## src/rtl/regfile_sb_if.sv

```systemverilog
// regfile_sb_if -- port bundle for the scoreboarded register file.
//   master : ID/WB side; drives read addresses, issue reservations,
//            cancels and the write-back port.
//   slave  : register file; returns read data, busy flags, issue_ready.
interface regfile_sb_if;
  logic [4:0]  raddr1;
  logic [4:0]  raddr2;
  logic [31:0] rdata1;
  logic [31:0] rdata2;
  logic        busy1;
  logic        busy2;
  logic        issue_valid;
  logic        issue_we;
  logic [4:0]  issue_waddr;
  logic        issue_ready;
  logic        cancel_we;
  logic [4:0]  cancel_waddr;
  logic        rf_we;
  logic [4:0]  rf_waddr;
  logic [31:0] rf_wdata;

  modport master (
    output raddr1, raddr2, issue_valid, issue_we, issue_waddr,
           cancel_we, cancel_waddr, rf_we, rf_waddr, rf_wdata,
    input  rdata1, rdata2, busy1, busy2, issue_ready
  );

  modport slave (
    input  raddr1, raddr2, issue_valid, issue_we, issue_waddr,
           cancel_we, cancel_waddr, rf_we, rf_waddr, rf_wdata,
    output rdata1, rdata2, busy1, busy2, issue_ready
  );
endinterface

```

## src/rtl/regfile_sb.sv

```systemverilog
// regfile_sb -- 31 x 32-bit register file (x1..x31, x0 hardwired to 0)
// with a per-register in-flight write scoreboard.
//   clk, rst : single clock, synchronous active-high reset
//   bus      : regfile_sb_if.slave
//     raddr1/2 -> rdata1/2 (combinational), busy1/2 (pending writer)
//     issue_valid/issue_we/issue_waddr -> issue_ready (reserve destination)
//     cancel_we/cancel_waddr : squashed writer releases its reservation
//     rf_we/rf_waddr/rf_wdata : write-back, commits data and releases
// Parameter CNT_W : width of each in-flight counter (saturates at all-ones).
// Optional macro REGFILE_BYPASS_EN : same-cycle write-through of rf_wdata to
// the read ports, and busy suppressed when the only pending writer is the
// write-back happening this cycle.
module regfile_sb #(
  parameter int CNT_W = 2
) (
  input logic         clk,
  input logic         rst,
  regfile_sb_if.slave bus
);

  localparam logic [CNT_W-1:0]        CNT_MAX = '1;
  localparam logic signed [CNT_W+1:0] ONE     = 1;

  logic [31:0]      regs [1:31];
  logic [CNT_W-1:0] cnt  [1:31];

  logic [31:1]      inc_hit;
  logic [31:1]      wb_hit;
  logic [31:1]      cn_hit;
  logic [CNT_W-1:0] cnt_iw;
  logic [CNT_W-1:0] cnt_r1;
  logic [CNT_W-1:0] cnt_r2;
  logic             issue_fire;

  // Net counter update: one increment and up to two releases in one cycle.
  // Each release only applies to a nonzero counter, and the combined result
  // floors at zero (WB + cancel against a count of 1 yields 0).
  function automatic logic [CNT_W-1:0] cnt_sat(input logic [CNT_W-1:0] c,
                                               input logic inc,
                                               input logic dec_wb,
                                               input logic dec_cn);
    logic signed [CNT_W+1:0] s;
    s = $signed({2'b00, c});
    if (inc)                  s = s + ONE;
    if (dec_wb && c != '0)    s = s - ONE;
    if (dec_cn && c != '0)    s = s - ONE;
    if (s[CNT_W+1])           s = '0;
    return s[CNT_W-1:0];
  endfunction

  // x0 has no counter; treat its lookup as permanently zero.
  always_comb begin
    cnt_iw = (bus.issue_waddr == 5'd0) ? '0 : cnt[bus.issue_waddr];
    cnt_r1 = (bus.raddr1 == 5'd0)      ? '0 : cnt[bus.raddr1];
    cnt_r2 = (bus.raddr2 == 5'd0)      ? '0 : cnt[bus.raddr2];
  end

  assign bus.issue_ready = !(bus.issue_we && bus.issue_waddr != 5'd0 &&
                             cnt_iw == CNT_MAX);
  assign issue_fire = bus.issue_valid && bus.issue_we && bus.issue_ready &&
                      bus.issue_waddr != 5'd0;

  always_comb begin
    inc_hit = '0;
    wb_hit  = '0;
    cn_hit  = '0;
    for (int i = 1; i < 32; i++) begin
      inc_hit[i] = issue_fire    && (bus.issue_waddr  == 5'(i));
      wb_hit[i]  = bus.rf_we     && (bus.rf_waddr     == 5'(i));
      cn_hit[i]  = bus.cancel_we && (bus.cancel_waddr == 5'(i));
    end
  end

  // Read ports
  always_comb begin
    bus.rdata1 = '0;
    bus.rdata2 = '0;
    bus.busy1  = 1'b0;
    bus.busy2  = 1'b0;
    if (bus.raddr1 != 5'd0) begin
      bus.rdata1 = regs[bus.raddr1];
      bus.busy1  = (cnt_r1 != '0);
`ifdef REGFILE_BYPASS_EN
      if (bus.rf_we && bus.rf_waddr == bus.raddr1) begin
        bus.rdata1 = bus.rf_wdata;
        // The lone pending writer is retiring right now, unless a cancel
        // also hits this register (then the count was not ours alone).
        if (cnt_r1 == CNT_W'(1) &&
            !(bus.cancel_we && bus.cancel_waddr == bus.raddr1))
          bus.busy1 = 1'b0;
      end
`endif
    end
    if (bus.raddr2 != 5'd0) begin
      bus.rdata2 = regs[bus.raddr2];
      bus.busy2  = (cnt_r2 != '0);
`ifdef REGFILE_BYPASS_EN
      if (bus.rf_we && bus.rf_waddr == bus.raddr2) begin
        bus.rdata2 = bus.rf_wdata;
        if (cnt_r2 == CNT_W'(1) &&
            !(bus.cancel_we && bus.cancel_waddr == bus.raddr2))
          bus.busy2 = 1'b0;
      end
`endif
    end
  end

  // State update; reset wins over every same-cycle event.
  always_ff @(posedge clk) begin
    if (rst) begin
      for (int i = 1; i < 32; i++) begin
        regs[i] <= '0;
        cnt[i]  <= '0;
      end
    end else begin
      if (bus.rf_we && bus.rf_waddr != 5'd0)
        regs[bus.rf_waddr] <= bus.rf_wdata;
      for (int i = 1; i < 32; i++)
        cnt[i] <= cnt_sat(cnt[i], inc_hit[i], wb_hit[i], cn_hit[i]);
    end
  end

endmodule
```

## src/flat_wrapper.sv

```systemverilog
// flat-port wrapper written by rule: the top's interface ports become plain ports
module regfile_sb_flat 
#(
  parameter int CNT_W = 2
)
  (clk, rst, bus_raddr1, bus_raddr2, bus_issue_valid, bus_issue_we, bus_issue_waddr, bus_cancel_we, bus_cancel_waddr, bus_rf_we, bus_rf_waddr, bus_rf_wdata, bus_rdata1, bus_rdata2, bus_busy1, bus_busy2, bus_issue_ready);
  regfile_sb_if bus_i ();
  input logic clk;
  input logic rst;
  input wire logic [$bits(bus_i.raddr1)-1:0] bus_raddr1;
  input wire logic [$bits(bus_i.raddr2)-1:0] bus_raddr2;
  input wire logic [$bits(bus_i.issue_valid)-1:0] bus_issue_valid;
  input wire logic [$bits(bus_i.issue_we)-1:0] bus_issue_we;
  input wire logic [$bits(bus_i.issue_waddr)-1:0] bus_issue_waddr;
  input wire logic [$bits(bus_i.cancel_we)-1:0] bus_cancel_we;
  input wire logic [$bits(bus_i.cancel_waddr)-1:0] bus_cancel_waddr;
  input wire logic [$bits(bus_i.rf_we)-1:0] bus_rf_we;
  input wire logic [$bits(bus_i.rf_waddr)-1:0] bus_rf_waddr;
  input wire logic [$bits(bus_i.rf_wdata)-1:0] bus_rf_wdata;
  output wire logic [$bits(bus_i.rdata1)-1:0] bus_rdata1;
  output wire logic [$bits(bus_i.rdata2)-1:0] bus_rdata2;
  output wire logic [$bits(bus_i.busy1)-1:0] bus_busy1;
  output wire logic [$bits(bus_i.busy2)-1:0] bus_busy2;
  output wire logic [$bits(bus_i.issue_ready)-1:0] bus_issue_ready;
  assign bus_i.raddr1 = bus_raddr1;
  assign bus_i.raddr2 = bus_raddr2;
  assign bus_i.issue_valid = bus_issue_valid;
  assign bus_i.issue_we = bus_issue_we;
  assign bus_i.issue_waddr = bus_issue_waddr;
  assign bus_i.cancel_we = bus_cancel_we;
  assign bus_i.cancel_waddr = bus_cancel_waddr;
  assign bus_i.rf_we = bus_rf_we;
  assign bus_i.rf_waddr = bus_rf_waddr;
  assign bus_i.rf_wdata = bus_rf_wdata;
  assign bus_rdata1 = bus_i.rdata1;
  assign bus_rdata2 = bus_i.rdata2;
  assign bus_busy1 = bus_i.busy1;
  assign bus_busy2 = bus_i.busy2;
  assign bus_issue_ready = bus_i.issue_ready;
  regfile_sb #(.CNT_W(CNT_W)) u_core (.clk(clk), .rst(rst), .bus(bus_i));
endmodule
```

## config.mk

```make
export PLATFORM = sky130hd
export DESIGN_NAME = regfile_sb_flat
export DESIGN_NICKNAME = d
export VERILOG_FILES = /design/src/rtl/regfile_sb_if.sv /design/src/rtl/regfile_sb.sv /design/src/flat_wrapper.sv
export SDC_FILE = /design/constraint.sdc
export NUM_CORES = 2
export LEC_CHECK = 0
export BUFFER_PORTS_ARGS = -buffer_cell sky130_fd_sc_hd__buf_2
export CORE_MARGIN = 2
export CORE_UTILIZATION = 58
export DETAILED_ROUTE_END_ITERATION = 6
export MAX_ROUTING_LAYER = met4
export PLACE_DENSITY = 0.79
export SYNTH_ARGS = -nofsm -noshare
export SYNTH_HDL_FRONTEND = slang
export SYNTH_SLANG_ARGS = --single-unit
```

## constraint.sdc

```tcl
create_clock -name clk -period 4.3 [get_ports clk]
set_input_delay 0.43 -clock clk [delete_from_list [all_inputs] [get_ports clk]]
set_output_delay 0.43 -clock clk [all_outputs]
set_load 0.01 [all_outputs]
```

==> metrics.csv <==
metric,value,unit
final setup TNS,0,ns
Pwr Density,362.1,mW/mm²
initial core utilization,0.5863,
pins over their slew limit,0,
Clock Skew,0.01035,ns
Tcrit/Tclk final,0.8847,
share of post-route cells with drive strength above 1,0.2740,
Mean Syn Cell Area,14.32,µm²
fin nets,4674,
CP arrival,4.40,ns
critical path cell sequence,nand2_1 -> mux4_2 -> o22a_1 -> and3_1 -> xnor2_1 -> ha_1 -> inv_1 -> or4_1 -> o21a_1 -> o22ai_1 -> mux2i_1 -> a2111oi_0 -> nor3_1,
DIE WIDTH,336.4,µm
leakage,24.39,nW
Final Setup Violations,0,
"EDFF count, synth",1024,
Tightest Hold Check Type,in -> reg,
CP required,4.90,ns
sequential-to-total area share from yosys stat,0.4991,
global-route wire length before repair,289.1,mm
Final ANT Viol Nets,0,
Synth warnings,0,
CTS Buffer Depth,3,
post-CTS setup buffers,0,
Total Routing Usage GR,0.3684,
Congestion Overflow GR,0,
Clock Latency Late Sink,0.73,ns
share of flip-flops with an asynchronous set or reset,0,
initial antenna violation count,16,
"Largest stage delay, worst path",0.57,ns
I/O pins,130,
cell area after synthesis,0.06409,mm²
critical path depth,13,
via density per instance,7.108,
top_reg_cell synth,edfxtp_1,
synth unique cells,84,
Max Cap Viol,0,
post-route total power,25.94,mW
failing checks,design-rule violations,
Rel. slew slack,0.1714,
min cycle time layout,3.804,ns
worst-margin pin slew,1.240,ns
Fill cells,7465,
PostCTS Resize Cnt,0,
die height,336.4,µm
"Max FO, Critical Path",8,
Fmax,0.2629,GHz
DRC Markers,3,
DIE AREA,0.1132,mm²
CTS H-Tree Depth,3,
R2R depth,13,
Hold Buf Count CTS,0,
final hold slack,0.1827,ns
CTS Buf Count,112,
startpoint types,flop,
Max VDD drop,0.3189,mV
CP max-delay cell,or4_1,
CTS Root Buffer Type,clkbuf_16,
pre-CTS WS,0.2824,ns
status,"complete, but fails checks",
DR vias,43370,
post-layout util,0.6552,
CTS tree,yes,
Post-Syn Instances,4476,
initial drt markers,6816,
clock sink count,1086,
Yosys reg bits,1086,
Initial DRT Pass Iterations,7,
gp weighted congestion,0.9871,
largest net degree at the start of global routing,104,
DR WL/cell,32.83,µm
Detail Placement HPWL,123.0,mm
Worst path top cell family by delay,compound AO/OA/AOI/OAI gates,
RSZ-0062 raised after global routing,false,
critical path class,reg -> reg,
CORE AREA,0.1093,mm²
Clock transition at path regs,0.06,ns
Area growth syn-to-layout,11.75,%
Port Buf Inserts,129,
CP endpoint kind,flop,
worst setup margin,0.4956,ns
final wirelength,200.3,mm
cell depth of the worst hold path,1,
Fin. Hold Viols,0,
std cell rows,121,
vias in the first global route,43230,
CP bufs+invs,1,
## cell usage after synthesis, types with 43 or more instances
master,number,area [µm²]
and2_1,972,6081
buf_1,48,180.2
ha_1,93,1164
clkbuf_1,366,1374
nand2_1,103,386.6
a21oi_1,55,275.3
nor3_1,86,430.4
mux4_2,664,14950
xnor2_1,58,508.0
mux2i_1,112,1121
dfxtp_1,62,1241
nor2_1,187,701.9
edfxtp_1,1024,30750
o21ai_0,72,360.4
inv_1,84,315.3
and3_1,43,269.0
## final cells by class
class / count / area, µm² / share of cell area
antenna: 17 / 42.54 / 0.0005940
clock inverter: 81 / 929.6 / 0.01298
tap: 1476 / 1847 / 0.02578
inverter: 84 / 317.8 / 0.004437
sequential: 1086 / 31990 / 0.4467
multi-input combinational: 2918 / 30880 / 0.4311
clock buffer: 124 / 2890 / 0.04035
timing repair buffer: 316 / 2725 / 0.03805
## registers in the layout, indices dropped and copies added, names as in the netlist
| name | count |
|---|---|
| u_core.regs | 1024 |
| u_core.cnt | 62 |
## layout by cell type (no fill, tap or decap), types with 58 or more instances in the layout
cell,Yosys,layout
edfxtp_1,1024,1024
and2_1,972,972
mux4_2,664,664
nor2_1,187,157
buf_4,0,142
buf_2,2,119
clkbuf_16,0,114
mux2i_1,112,112
nand2_1,103,100
ha_1,93,93
nor3_1,86,84
inv_1,84,83
dfxtp_1,62,62
xnor2_1,58,58
## cells by family after synthesis
family,after synthesis,share of synthesized area
AND/OR/NAND/NOR,1565,0.1419
flip-flops,1086,0.4991
multiplexers,792,0.2536
buffers and inverters,503,0.02985
AO/OA/AOI/OAI,323,0.03627
XOR/XNOR,113,0.02103
adder cells (fa/ha/maj),93,0.01816
other,1,0.00005851
## report_power, final
group          switching, mW  internal [mW]
Clock                   4.39           5.87
Combinational           1.78           1.47
Sequential             0.300           12.1
Total                   6.47           19.5
## per-stage QoR
step / instances / instance area (µm²)
floorplan: 4507 / 64210
global placement: 5880 / 67760
detailed placement: 5880 / 67760
CTS: 6085 / 71580
global route: 6099 / 71610
finish: 6102 / 71620
## worst paths after layout
check | slack, ns | endpoint | from
worst min register to register | 0.80 | u_core.cnt[11][1]$_SDFF_PP0_ | u_core.cnt[11][1]$_SDFF_PP0_
worst max register to register | 0.50 | u_core.cnt[12][0]$_SDFF_PP0_ | u_core.cnt[8][0]$_SDFF_PP0_
worst max-delay path | 0.50 | u_core.cnt[12][0]$_SDFF_PP0_ | u_core.cnt[8][0]$_SDFF_PP0_
worst min-delay path | 0.18 | u_core.regs[0][30]$_DFFE_PP_ | bus_rf_wdata[30]
## metal layers
metal,global-route usage,routed length [µm]
met2,0.5490,92560
met1,0.4734,67750
met4,0.1813,11220
met5,-,0
met3,0.09691,28770
(Power assumes the default switching activity.)
